--- config.mk ---
export PLATFORM = sky130hd
export DESIGN_NAME = matmul_result_drain
export DESIGN_NICKNAME = d
export VERILOG_FILES = /design/src/rtl/matmul_pkg.sv /design/src/rtl/matmul_drain_addr_gen.sv /design/src/rtl/matmul_result_drain.sv
export SDC_FILE = /design/constraint.sdc
export NUM_CORES = 1
export LEC_CHECK = 0
export ABC_CLOCK_PERIOD_IN_PS = 6200
export CAP_MARGIN = 20
export CELL_PAD_IN_SITES_DETAIL_PLACEMENT = 2
export CELL_PAD_IN_SITES_GLOBAL_PLACEMENT = 2
export CORE_ASPECT_RATIO = 0.8
export CORE_MARGIN = 8
export CORE_UTILIZATION = 25
export CTS_CLUSTER_DIAMETER = 120
export DETAILED_ROUTE_END_ITERATION = 12
export GPL_TIMING_DRIVEN = 0
export MAX_ROUTING_LAYER = met4
export PLACE_DENSITY = 0.71
export SLEW_MARGIN = 10
export SYNTH_ARGS = -nofsm -noshare
export SYNTH_HDL_FRONTEND = slang
export SYNTH_SLANG_ARGS = --single-unit
--- constraint.sdc ---
create_clock -name clk_i -period 6.2 [get_ports clk_i]
set_input_delay 1.24 -clock clk_i [delete_from_list [all_inputs] [get_ports clk_i]]
set_output_delay 1.24 -clock clk_i [all_outputs]
set_load 0.005 [all_outputs]
--- src/rtl/matmul_pkg.sv ---
// Shared types and index helpers for the matrix-multiplier result drain.
package matmul_pkg;

  typedef enum logic [2:0] {
    StIdle,
    StWrite,
    StFlags,
    StDone,
    StWaitRel
  } state_e;

  function automatic int unsigned max_dim_of(input int unsigned bus_width,
                                             input int unsigned data_width);
    return bus_width / data_width;
  endfunction

  // Row-major element offset within the flattened C matrix.
  function automatic int unsigned elem_offset(input int unsigned r, input int unsigned c,
                                              input int unsigned max_dim);
    return r * max_dim + c;
  endfunction

  // Overflow flags are stored column-major.
  function automatic int unsigned flag_index(input int unsigned r, input int unsigned c,
                                             input int unsigned max_dim);
    return r + c * max_dim;
  endfunction

  function automatic logic [1:0] clamp_dim(input logic [1:0] d, input int unsigned max_dim);
    if (32'(d) > max_dim - 1) begin
      return 2'(max_dim - 1);
    end
    return d;
  endfunction

endpackage

--- src/rtl/matmul_drain_addr_gen.sv ---
// Row/column walker for the result drain: clamps dims at load, produces element index and
// last-element flag, advances one element per accepted write.
module matmul_drain_addr_gen
  import matmul_pkg::*;
#(
  parameter int unsigned MAX_DIM = 2,
  parameter int unsigned IDX_W   = 2
) (
  input  logic             clk_i,
  input  logic             rst_i,
  input  logic             load_i,
  input  logic             adv_i,
  input  logic [1:0]       n_dim_i,
  input  logic [1:0]       m_dim_i,
  output logic [IDX_W-1:0] idx_o,
  output logic             last_o
);

  logic [1:0] r_row;
  logic [1:0] r_col;
  logic [1:0] r_n;
  logic [1:0] r_m;
  logic       w_last;

  assign w_last = (r_row == r_n) && (r_col == r_m);
  assign last_o = w_last;
  assign idx_o  = IDX_W'(elem_offset(32'(r_row), 32'(r_col), MAX_DIM));

  always_ff @(posedge clk_i or posedge rst_i) begin
    if (rst_i) begin
      r_row <= '0;
      r_col <= '0;
      r_n   <= '0;
      r_m   <= '0;
    end else if (load_i) begin
      r_row <= '0;
      r_col <= '0;
      r_n   <= clamp_dim(n_dim_i, MAX_DIM);
      r_m   <= clamp_dim(m_dim_i, MAX_DIM);
    end else if (adv_i) begin
      if (r_col == r_m) begin
        r_col <= '0;
        r_row <= w_last ? 2'd0 : r_row + 2'd1;
      end else begin
        r_col <= r_col + 2'd1;
      end
    end
  end

endmodule

--- src/rtl/matmul_result_drain.sv ---
// Snapshots the multiplier result on finish_mul and streams it row-major to the scratchpad.
// Define MATMUL_DRAIN_FLAGS_WORD_EN to append one write carrying the overflow flags.
module matmul_result_drain
  import matmul_pkg::*;
#(
  parameter int unsigned DATA_WIDTH = 8,
  parameter int unsigned BUS_WIDTH  = 16,
  parameter int unsigned ADDR_WIDTH = 5,
  localparam int unsigned MAX_DIM   = max_dim_of(BUS_WIDTH, DATA_WIDTH),
  localparam int unsigned NUM_EL    = MAX_DIM * MAX_DIM
) (
  input  logic                        clk_i,
  input  logic                        rst_i,
  input  logic                        finish_mul_i,
  input  logic [NUM_EL*BUS_WIDTH-1:0] c_matrix_i,
  input  logic [NUM_EL-1:0]           flags_i,
  input  logic [1:0]                  n_dim_i,
  input  logic [1:0]                  m_dim_i,
  input  logic [ADDR_WIDTH-1:0]       base_addr_i,
  input  logic                        wr_ready_i,
  output logic                        wr_en_o,
  output logic [ADDR_WIDTH-1:0]       wr_addr_o,
  output logic [BUS_WIDTH-1:0]        wr_data_o,
  output logic [NUM_EL-1:0]           flags_o,
  output logic                        overflow_o,
  output logic                        busy_o,
  output logic                        finish_write_o
);

  localparam int unsigned IDX_W = (NUM_EL > 1) ? $clog2(NUM_EL) : 1;

  state_e                      r_state;
  state_e                      w_state_next;
  logic [NUM_EL*BUS_WIDTH-1:0] r_cmat;
  logic [ADDR_WIDTH-1:0]       r_base;
  logic [NUM_EL-1:0]           r_flags;
  logic [NUM_EL-1:0]           w_flag_mask;
  logic                        w_capture;
  logic                        w_xfer;
  logic                        w_last;
  logic [IDX_W-1:0]            w_idx;

  assign w_capture = (r_state == StIdle) && finish_mul_i;
  assign w_xfer    = (r_state == StWrite) && wr_ready_i;

  matmul_drain_addr_gen #(
    .MAX_DIM (MAX_DIM),
    .IDX_W   (IDX_W)
  ) u_addr_gen (
    .clk_i   (clk_i),
    .rst_i   (rst_i),
    .load_i  (w_capture),
    .adv_i   (w_xfer),
    .n_dim_i (n_dim_i),
    .m_dim_i (m_dim_i),
    .idx_o   (w_idx),
    .last_o  (w_last)
  );

  // Rows/cols beyond MAX_DIM-1 do not exist, so comparing against the raw dims equals the clamp.
  always_comb begin
    w_flag_mask = '0;
    for (int unsigned r = 0; r < MAX_DIM; r++) begin
      for (int unsigned c = 0; c < MAX_DIM; c++) begin
        w_flag_mask[flag_index(r, c, MAX_DIM)] = (r <= 32'(n_dim_i)) && (c <= 32'(m_dim_i));
      end
    end
  end

  always_ff @(posedge clk_i or posedge rst_i) begin
    if (rst_i) begin
      r_cmat  <= '0;
      r_base  <= '0;
      r_flags <= '0;
    end else if (w_capture) begin
      r_cmat  <= c_matrix_i;
      r_base  <= base_addr_i;
      r_flags <= flags_i & w_flag_mask;
    end
  end

  always_ff @(posedge clk_i or posedge rst_i) begin
    if (rst_i) begin
      r_state <= StIdle;
    end else begin
      r_state <= w_state_next;
    end
  end

  always_comb begin
    w_state_next = r_state;
    unique case (r_state)
      StIdle: begin
        if (finish_mul_i) w_state_next = StWrite;
      end
      StWrite: begin
        if (w_xfer && w_last) begin
`ifdef MATMUL_DRAIN_FLAGS_WORD_EN
          w_state_next = StFlags;
`else
          w_state_next = StDone;
`endif
        end
      end
      StFlags: begin
        if (wr_ready_i) w_state_next = StDone;
      end
      StDone: begin
        w_state_next = StWaitRel;
      end
      StWaitRel: begin
        if (!finish_mul_i) w_state_next = StIdle;
      end
      default: w_state_next = StIdle;
    endcase
  end

  always_comb begin
    wr_en_o        = 1'b0;
    wr_addr_o      = '0;
    wr_data_o      = '0;
    finish_write_o = 1'b0;
    busy_o         = (r_state != StIdle);
    unique case (r_state)
      StWrite: begin
        wr_en_o   = 1'b1;
        wr_addr_o = r_base + ADDR_WIDTH'(w_idx);
        wr_data_o = r_cmat[w_idx*BUS_WIDTH +: BUS_WIDTH];
      end
`ifdef MATMUL_DRAIN_FLAGS_WORD_EN
      StFlags: begin
        wr_en_o   = 1'b1;
        wr_addr_o = r_base + ADDR_WIDTH'(NUM_EL);
        wr_data_o = BUS_WIDTH'(r_flags);
      end
`endif
      StDone: begin
        finish_write_o = 1'b1;
      end
      default: ;
    endcase
  end

  assign flags_o    = r_flags;
  assign overflow_o = |r_flags;

endmodule

==> impl_metrics.py, run 1 <==
metrics = {
    "power_and_ir_drop": {
        "power.density_nw_per_um2": 507,
        "p_leak_nw": 2.67,
        "p_sw_share_pct": 35.4,
        "ir_worst_vdd_mv": 0.157,
        "p_int_mw": 1.86,
        "seq_power_share_pct": 32.6,
        "p_sw_mw": 1.02,
        "clockPowerShare_pct": 20.1,
        "combPwrFrac_pct": 47.3,
    },
    "logic_synthesis": {
        "synth_flop_cell": "dfrtp_1",
        "ys_seq_area_share_pct": 52.8,
        "synth_cell_type_count": 34,
        "syn_area_um2": 3980,
        "syn_nets": 507,
        "synth_cells": 423,
        "postSynthAreaPerCell_um2": 9.42,
        "synthAdderAreaFrac_pct": 1.13,
        "yosys.area_share.simple_pct": 27.7,
        "synth_warnings": 0,
        "synth_edf_count": 0,
        "async_reset_ff_share_pct": 100,
        "muxShareOfSynthArea_pct": 10.2,
        "synth_top_family_by_area": "simple AND/OR/NAND/NOR gates",
        "synth_compound_area_share_pct": 2.92,
        "synth_seq_cells": 84,
        "synth_xor_area_share_pct": 1.95,
    },
    "die": {
        "die_w_um": 157,
        "rows": 41,
        "start_util_pct": 25.4,
        "coreArea_um2": 15700,
        "dieArea_um2": 20200,
        "ios": 110,
        "chipHeight_um": 129,
    },
    "detailed_routing": {
        "routed_wl_um": 14700,
        "drtIter0Drc": 121,
        "wire_per_inst_um": 19.3,
        "vias": 3402,
        "drtPass1Iterations": 4,
        "vias_per_cell": 4.45,
        "drtAntennaViolNets": 0,
        "drc": 0,
    },
    "cts": {
        "ctsHoldBuffers": 0,
        "worst_skew_pair.late_latency_ns": 0.34,
        "cts_buffers": 9,
        "cts_tree": "yes",
        "clk_pin_slew_ns": 0.06,
        "post-cts-setup-buffers": 0,
        "htreeDepth": 3,
        "cts_root_buffer": "clkbuf_16",
        "cts-resized-gates": 0,
        "cts_max_path_buffers": 2,
        "clock_sinks": 84,
    },
    "critical_path": {
        "path_max_fanout": 11,
        "crit_type": "flop to output port",
        "reg2reg_to": "r_cmat[58]",
        "cp-startpoint": "u_addr_gen.r_row[0]",
        "worstPathRequired_ns": 4.96,
        "worstPathArrival_ns": 2.82,
        "start_kind": "flop",
        "r2r.worst_path.cells": 5,
        "end_kind": "output port",
        "worstReg2RegStart": "r_state[2]",
        "r2r_setup_slack_ns": 4.34,
    },
    "placement": {
        "io_buffers": 109,
        "placed_area_um2": 5370,
        "gp_congestion": 0.769,
        "post-dp-hpwl_um": 11000,
    },
    "sta": {
        "rsz0062_at_grt": "false",
        "period_share_pct": 65.5,
        "tightest_slew_ns": 0.690,
        "slew_violations": 0,
        "max_freq_mhz": 246,
        "setup_viol": 0,
        "clock_skew_ns": 0.00586,
        "tns_ns": 0,
        "timing.slew.headroom_pct": 54.0,
        "final-hold-violation-count": 0,
        "fin_crit_ns": 4.06,
    },
    "global_routing": {
        "antenna_found_initial": 0,
        "grt_pass1_vias": 4055,
        "grt_remaining_overflow": 0,
        "grt_max_degree": 47,
        "grt_use_total_pct": 15.6,
        "grt_pass1_wl_um": 23000,
    },
    "min_path": {
        "hold_start": "r_cmat[51]",
        "hp-class": "flop to flop",
        "min_delay_path_depth": 2,
        "holdPathEnd": "r_cmat[51]",
    },
    "run": {
        "maxCapViolations": 0,
    },
    "layout": {
        "diodes": 0,
        "final_common_cell": "nand2_1",
        "final_net_count": 628,
        "final_layout_size_suffix_gt1_share_pct": 7.65,
        "fin_area_um2": 5690,
        "area_delta_synth_final_pct": 42.9,
        "final_cell_mix": "216 x nand2_1, 109 x clkdlybuf4s50_1, 84 x dfrtp_1, 17 x nor2_1, 17 x and2_1",
    },
    "status": {
        "run_status": "completed",
    },
}
[through the flow]
stage                     setup slack [ns]  cells  hold slack [ns]  utilization (%)  power (mW)
after global placement                1.29    747            0.451             34.0        2.25
after global routing                  1.97    764            0.499             36.3        3.09
after floorplan                       2.79    423            0.437                -        1.63
final                                 2.14    764            0.477             36.3        2.88
after CTS                             2.07    764            0.479             36.3        2.94
after detailed placement              2.50    748            0.464             34.2        2.32
[kinds of logic after synthesis]
group,Yosys count
and+or+nand+nor,265
xor gates and xnor gates,8
AOI/OAI and AO/OA,19
buffers and inverters,26
adders and majority gates,3
muxes,18
DFF,84
[Yosys cell counts, types with 3 or more instances]
| master | n | area share (%) |
|---|---|---|
| a21oi_1 | 7 | 0.88 |
| and2_1 | 17 | 2.7 |
| buf_2 | 8 | 1.0 |
| clkbuf_1 | 11 | 1.0 |
| dfrtp_1 | 84 | 53 |
| inv_1 | 3 | 0.28 |
| mux4_1 | 7 | 4.6 |
| mux4_2 | 9 | 5.1 |
| nand2_1 | 216 | 20 |
| nor2_1 | 17 | 1.6 |
| nor2b_1 | 4 | 0.63 |
| o21ai_0 | 7 | 0.88 |
| xnor2_1 | 6 | 1.3 |
[worst max-delay path by stage]
stage                    to  slack, ns  cells after the start
2_1_floorplan    flags_o[0]       2.79                      1
3_3_place_gp     r_cmat[27]       1.29                      2
3_5_place_dp   wr_addr_o[3]       2.50                      8
4_1_cts        wr_addr_o[3]       2.07                      8
5_1_grt        wr_addr_o[3]       1.97                      8
6_report       wr_addr_o[3]       2.14                      8
[state kept, by name, summed over array words and instances, names as in the netlist]
signal,count
u_addr_gen.r_row,2
r_base,5
flags_o,4
r_state,3
u_addr_gen.r_n,2
u_addr_gen.r_m,2
u_addr_gen.r_col,2
r_cmat,64
[critical path, stage by stage (launching register included)]
cell and delay [ns]:
dfrtp_1 0.47, xor2_2 0.50, buf_6 0.27, ha_1 0.25, a21oi_1 0.12, nor2b_1 0.07, xnor2_1 0.13, nor2_1 0.12
clkdlybuf4s50_1 0.53
[power groups by stage]
stage | clock network (mW) | logic [mW] | registers [mW]
finish | 0.581 | 1.36 | 0.940
global route | 0.614 | 1.51 | 0.968
CTS | 0.599 | 1.40 | 0.942
detailed placement | 0 | 1.37 | 0.948
global placement | 0 | 1.32 | 0.929
floorplan | 0 | 0.741 | 0.892
[cell type report]
type	count	area, µm²
Timing Repair Buffer	110	1120
Clock inverter	6	88.8
Inverter	3	13.8
Buffer	23	119
Clock buffer	10	229
Sequential cell	84	2100
Multi-Input combinational cell	313	1750
Tap cell	215	269
Fill cell	1755	10000
[metal layers]
layer  vias to the layer above  share of wire [%]  routed length (µm)  track usage (%)
li1                       1598                  -                   -                -
met1                      1696                 49                7150             20.0
met2                        96                 45                6580             24.0
met3                        12                6.1                 892             4.22
met4                         0               0.79                 117             4.13
met5                         -                  0                   0                -
No activity file was read; power rests on OpenSTA's default activity.
==> run 2: changes to the inputs <==
ABC_CLOCK_PERIOD_IN_PS = 3900   (was 6200)
clock period = 3.9 ns   (was 6.2 ns; I/O delays follow)
==> results of run 2 <==
The final DEF is identical to that of run 1. Status: completed.
Main changes from that run: setup slack after placement 2.50 ns -> 0.662 ns; setup slack after layout 2.14 ns -> 0.299 ns; register-to-register setup slack 4.34 ns -> 2.04 ns; total power 2.88 mW -> 4.58 mW; worst IR drop on VDD 0.157 mV -> 0.250 mV
==> run 3: changes to the inputs <==
--- a/config.mk
+++ b/config.mk
@@ -17,5 +17,5 @@
 export GPL_TIMING_DRIVEN = 0
 export MAX_ROUTING_LAYER = met4
-export PLACE_DENSITY = 0.71
+export PLACE_DENSITY = 0.68
 export SLEW_MARGIN = 10
 export SYNTH_ARGS = -nofsm -noshare
==> constraint.sdc (replaced) <==
create_clock -name clk_i -period 3.9 [get_ports clk_i]
set_input_delay 1.17 -clock clk_i [delete_from_list [all_inputs] [get_ports clk_i]]
set_output_delay 1.17 -clock clk_i [all_outputs]
set_load 0.005 [all_outputs]
==> impl_metrics.py, run 3 (synthesis gave the netlist of run 1 again) <==
metrics = {
    "status": {
        "run_status": "completed",
    },
    "power_and_ir_drop": {
        "power_mw": 4.54,
        "ir_worst_vdd_mv": 0.235,
        "p_leak_nw": 2.69,
        "power.density_nw_per_um2": 796,
    },
    "global_routing": {
        "grt_use_total_pct": 15.2,
        "grt_remaining_overflow": 0,
        "grt_max_degree": 44,
        "grt_pass1_vias": 3957,
        "grt_pass1_wl_um": 22500,
        "antenna_found_initial": 0,
    },
    "layout": {
        "fill_cells": 1768,
        "final_cell_mix": "216 x nand2_1, 109 x clkdlybuf4s50_1, 84 x dfrtp_1, 17 x nor2_1, 17 x and2_1",
        "final_layout_size_suffix_gt1_share_pct": 8.35,
        "largest_reg_flops": 64,
        "final_common_cell": "nand2_1",
        "area_delta_synth_final_pct": 43.2,
        "final_net_count": 630,
        "largest_register": "r_cmat",
        "diodes": 0,
    },
    "sta": {
        "slew_violations": 0,
        "final-hold-violation-count": 0,
        "clock_skew_ns": 0.00714,
        "fin_crit_ns": 3.69,
        "timing.slew.headroom_pct": 53.8,
        "tightest_slew_ns": 0.693,
        "tns_ns": 0,
        "period_share_pct": 94.7,
        "rsz0062_at_grt": "false",
        "worst_slack_ns": 0.206,
        "max_freq_mhz": 271,
        "setup_viol": 0,
    },
    "critical_path": {
        "critPathMaxStageDelay_ns": 0.53,
        "crit_buf_inv": 2,
        "r2r.worst_path.cells": 6,
        "worstPathRequired_ns": 2.73,
        "start_kind": "flop",
        "worstPathArrival_ns": 2.52,
        "path_cells": "xor2_4 > buf_6 > fa_1 > nand3_1 > xor2_1 > nor2_1 > clkdlybuf4s50_1",
        "worstReg2RegStart": "r_state[2]",
        "path_max_fanout": 11,
        "reg2reg_to": "r_cmat[14]",
        "crit_type": "flop to output port",
        "r2r_setup_slack_ns": 2.05,
        "cp_slowest_cell": "clkdlybuf4s50_1",
        "crit_family": "buffers and inverters",
        "end_kind": "output port",
    },
    "cts": {
        "cts_root_buffer": "clkbuf_16",
        "clk_pin_slew_ns": 0.06,
        "cts_buffers": 9,
        "htreeDepth": 3,
        "ctsHoldBuffers": 0,
        "cts_tree": "yes",
        "worst_skew_pair.late_latency_ns": 0.34,
        "cts_max_path_buffers": 2,
        "clock_sinks": 84,
    },
    "die": {
        "rows": 41,
        "start_util_pct": 25.4,
        "chipHeight_um": 129,
        "dieArea_um2": 20200,
        "ios": 110,
        "coreArea_um2": 15700,
        "die_w_um": 157,
    },
    "min_path": {
        "hp-class": "flop to flop",
        "min_delay_path_depth": 2,
        "hold_start": "r_cmat[20]",
        "holdPathEnd": "r_cmat[20]",
    },
    "placement": {
        "io_buffers": 109,
        "post-dp-hpwl_um": 10800,
        "place_ws_ns": 0.254,
        "gp_congestion": 0.733,
    },
    "detailed_routing": {
        "wire_per_inst_um": 18.7,
        "routed_wl_um": 14300,
        "drtIter0Drc": 72,
        "drtAntennaViolNets": 0,
        "drc": 0,
        "drtPass1Iterations": 4,
        "vias": 3450,
        "vias_per_cell": 4.50,
    },
    "run": {
        "maxCapViolations": 0,
    },
}
==> run 3: cell types whose count changed in the layout (fill, tap and decap cells not counted), moves of 2 or more <==
| cell | before | now |
|---|---|---|
| clkinvlp_4 | 2 | 0 |
| clkbuf_8 | 0 | 2 |
| clkinv_2 | 1 | 4 |
| buf_4 | 2 | 4 |
| clkbuf_1 | 12 | 10 |
==> run 3: where the power goes <==
group / internal [mW] / total (mW) / switching (mW)
logic: 1.17 / 2.16 / 0.989
registers: 1.25 / 1.50 / 0.242
clock network: 0.527 / 0.879 / 0.351
total: 2.95 / 4.54 / 1.58
==> run 3: cell type report <==
class	instances	area [µm²]	area share (%)
clock buffer	11	253	4.43
buffer	23	120	2.11
multi-input combinational	313	1760	30.9
inverter	3	13.8	0.241
sequential	84	2100	36.9
timing repair buffer	112	1130	19.9
clock inverter	5	50.0	0.878
tap	215	269	4.72
==> run 3: worst max-delay path by stage <==
stage / start / endpoint / cells past startpoint / slack, ns
final: u_addr_gen.r_row[0] / wr_addr_o[4] / 7 / 0.21
after global routing: u_addr_gen.r_row[0] / wr_addr_o[3] / 8 / 0.008
after CTS: u_addr_gen.r_row[0] / wr_addr_o[3] / 8 / 0.01
after detailed placement: u_addr_gen.r_row[0] / wr_addr_o[3] / 8 / 0.25
after global placement: rst_i / r_cmat[27] / 2 / -0.97
after floorplan: rst_i / flags_o[0] / 1 / 0.56
==> run 3: timing repair <==
action	in CTS	in global routing
resized for setup	2	0
cloned	0	0
pin swaps	0	1
buffers inserted	0	2
endpoints found under the setup margin	3	2
==> run 3: routing by layer <==
layer / GRT usage [%] / vias up / share of wire [%]
li1: - / 1608 / -
met1: 19.9 / 1746 / 49
met2: 23.7 / 90 / 46
met3: 3.72 / 6 / 4.4
met4: 2.79 / 0 / 0.64
met5: - / - / 0
==> run 3: metrics by stage <==
stage	hold slack (ns)	util, %	instances	instance area [µm²]
6_report	0.470	36.3	766	5700
3_3_place_gp	0.451	34.0	747	5340
5_1_grt	0.496	36.3	766	5700
3_5_place_dp	0.458	34.2	748	5370
4_1_cts	0.474	36.2	764	5690
2_1_floorplan	0.437	-	423	3980
==> run 3: worst min-delay path, stage by stage (launching register included) <==
cell     delay [ns]
dfrtp_1        0.34
nand2_1        0.05
nand2_1        0.05
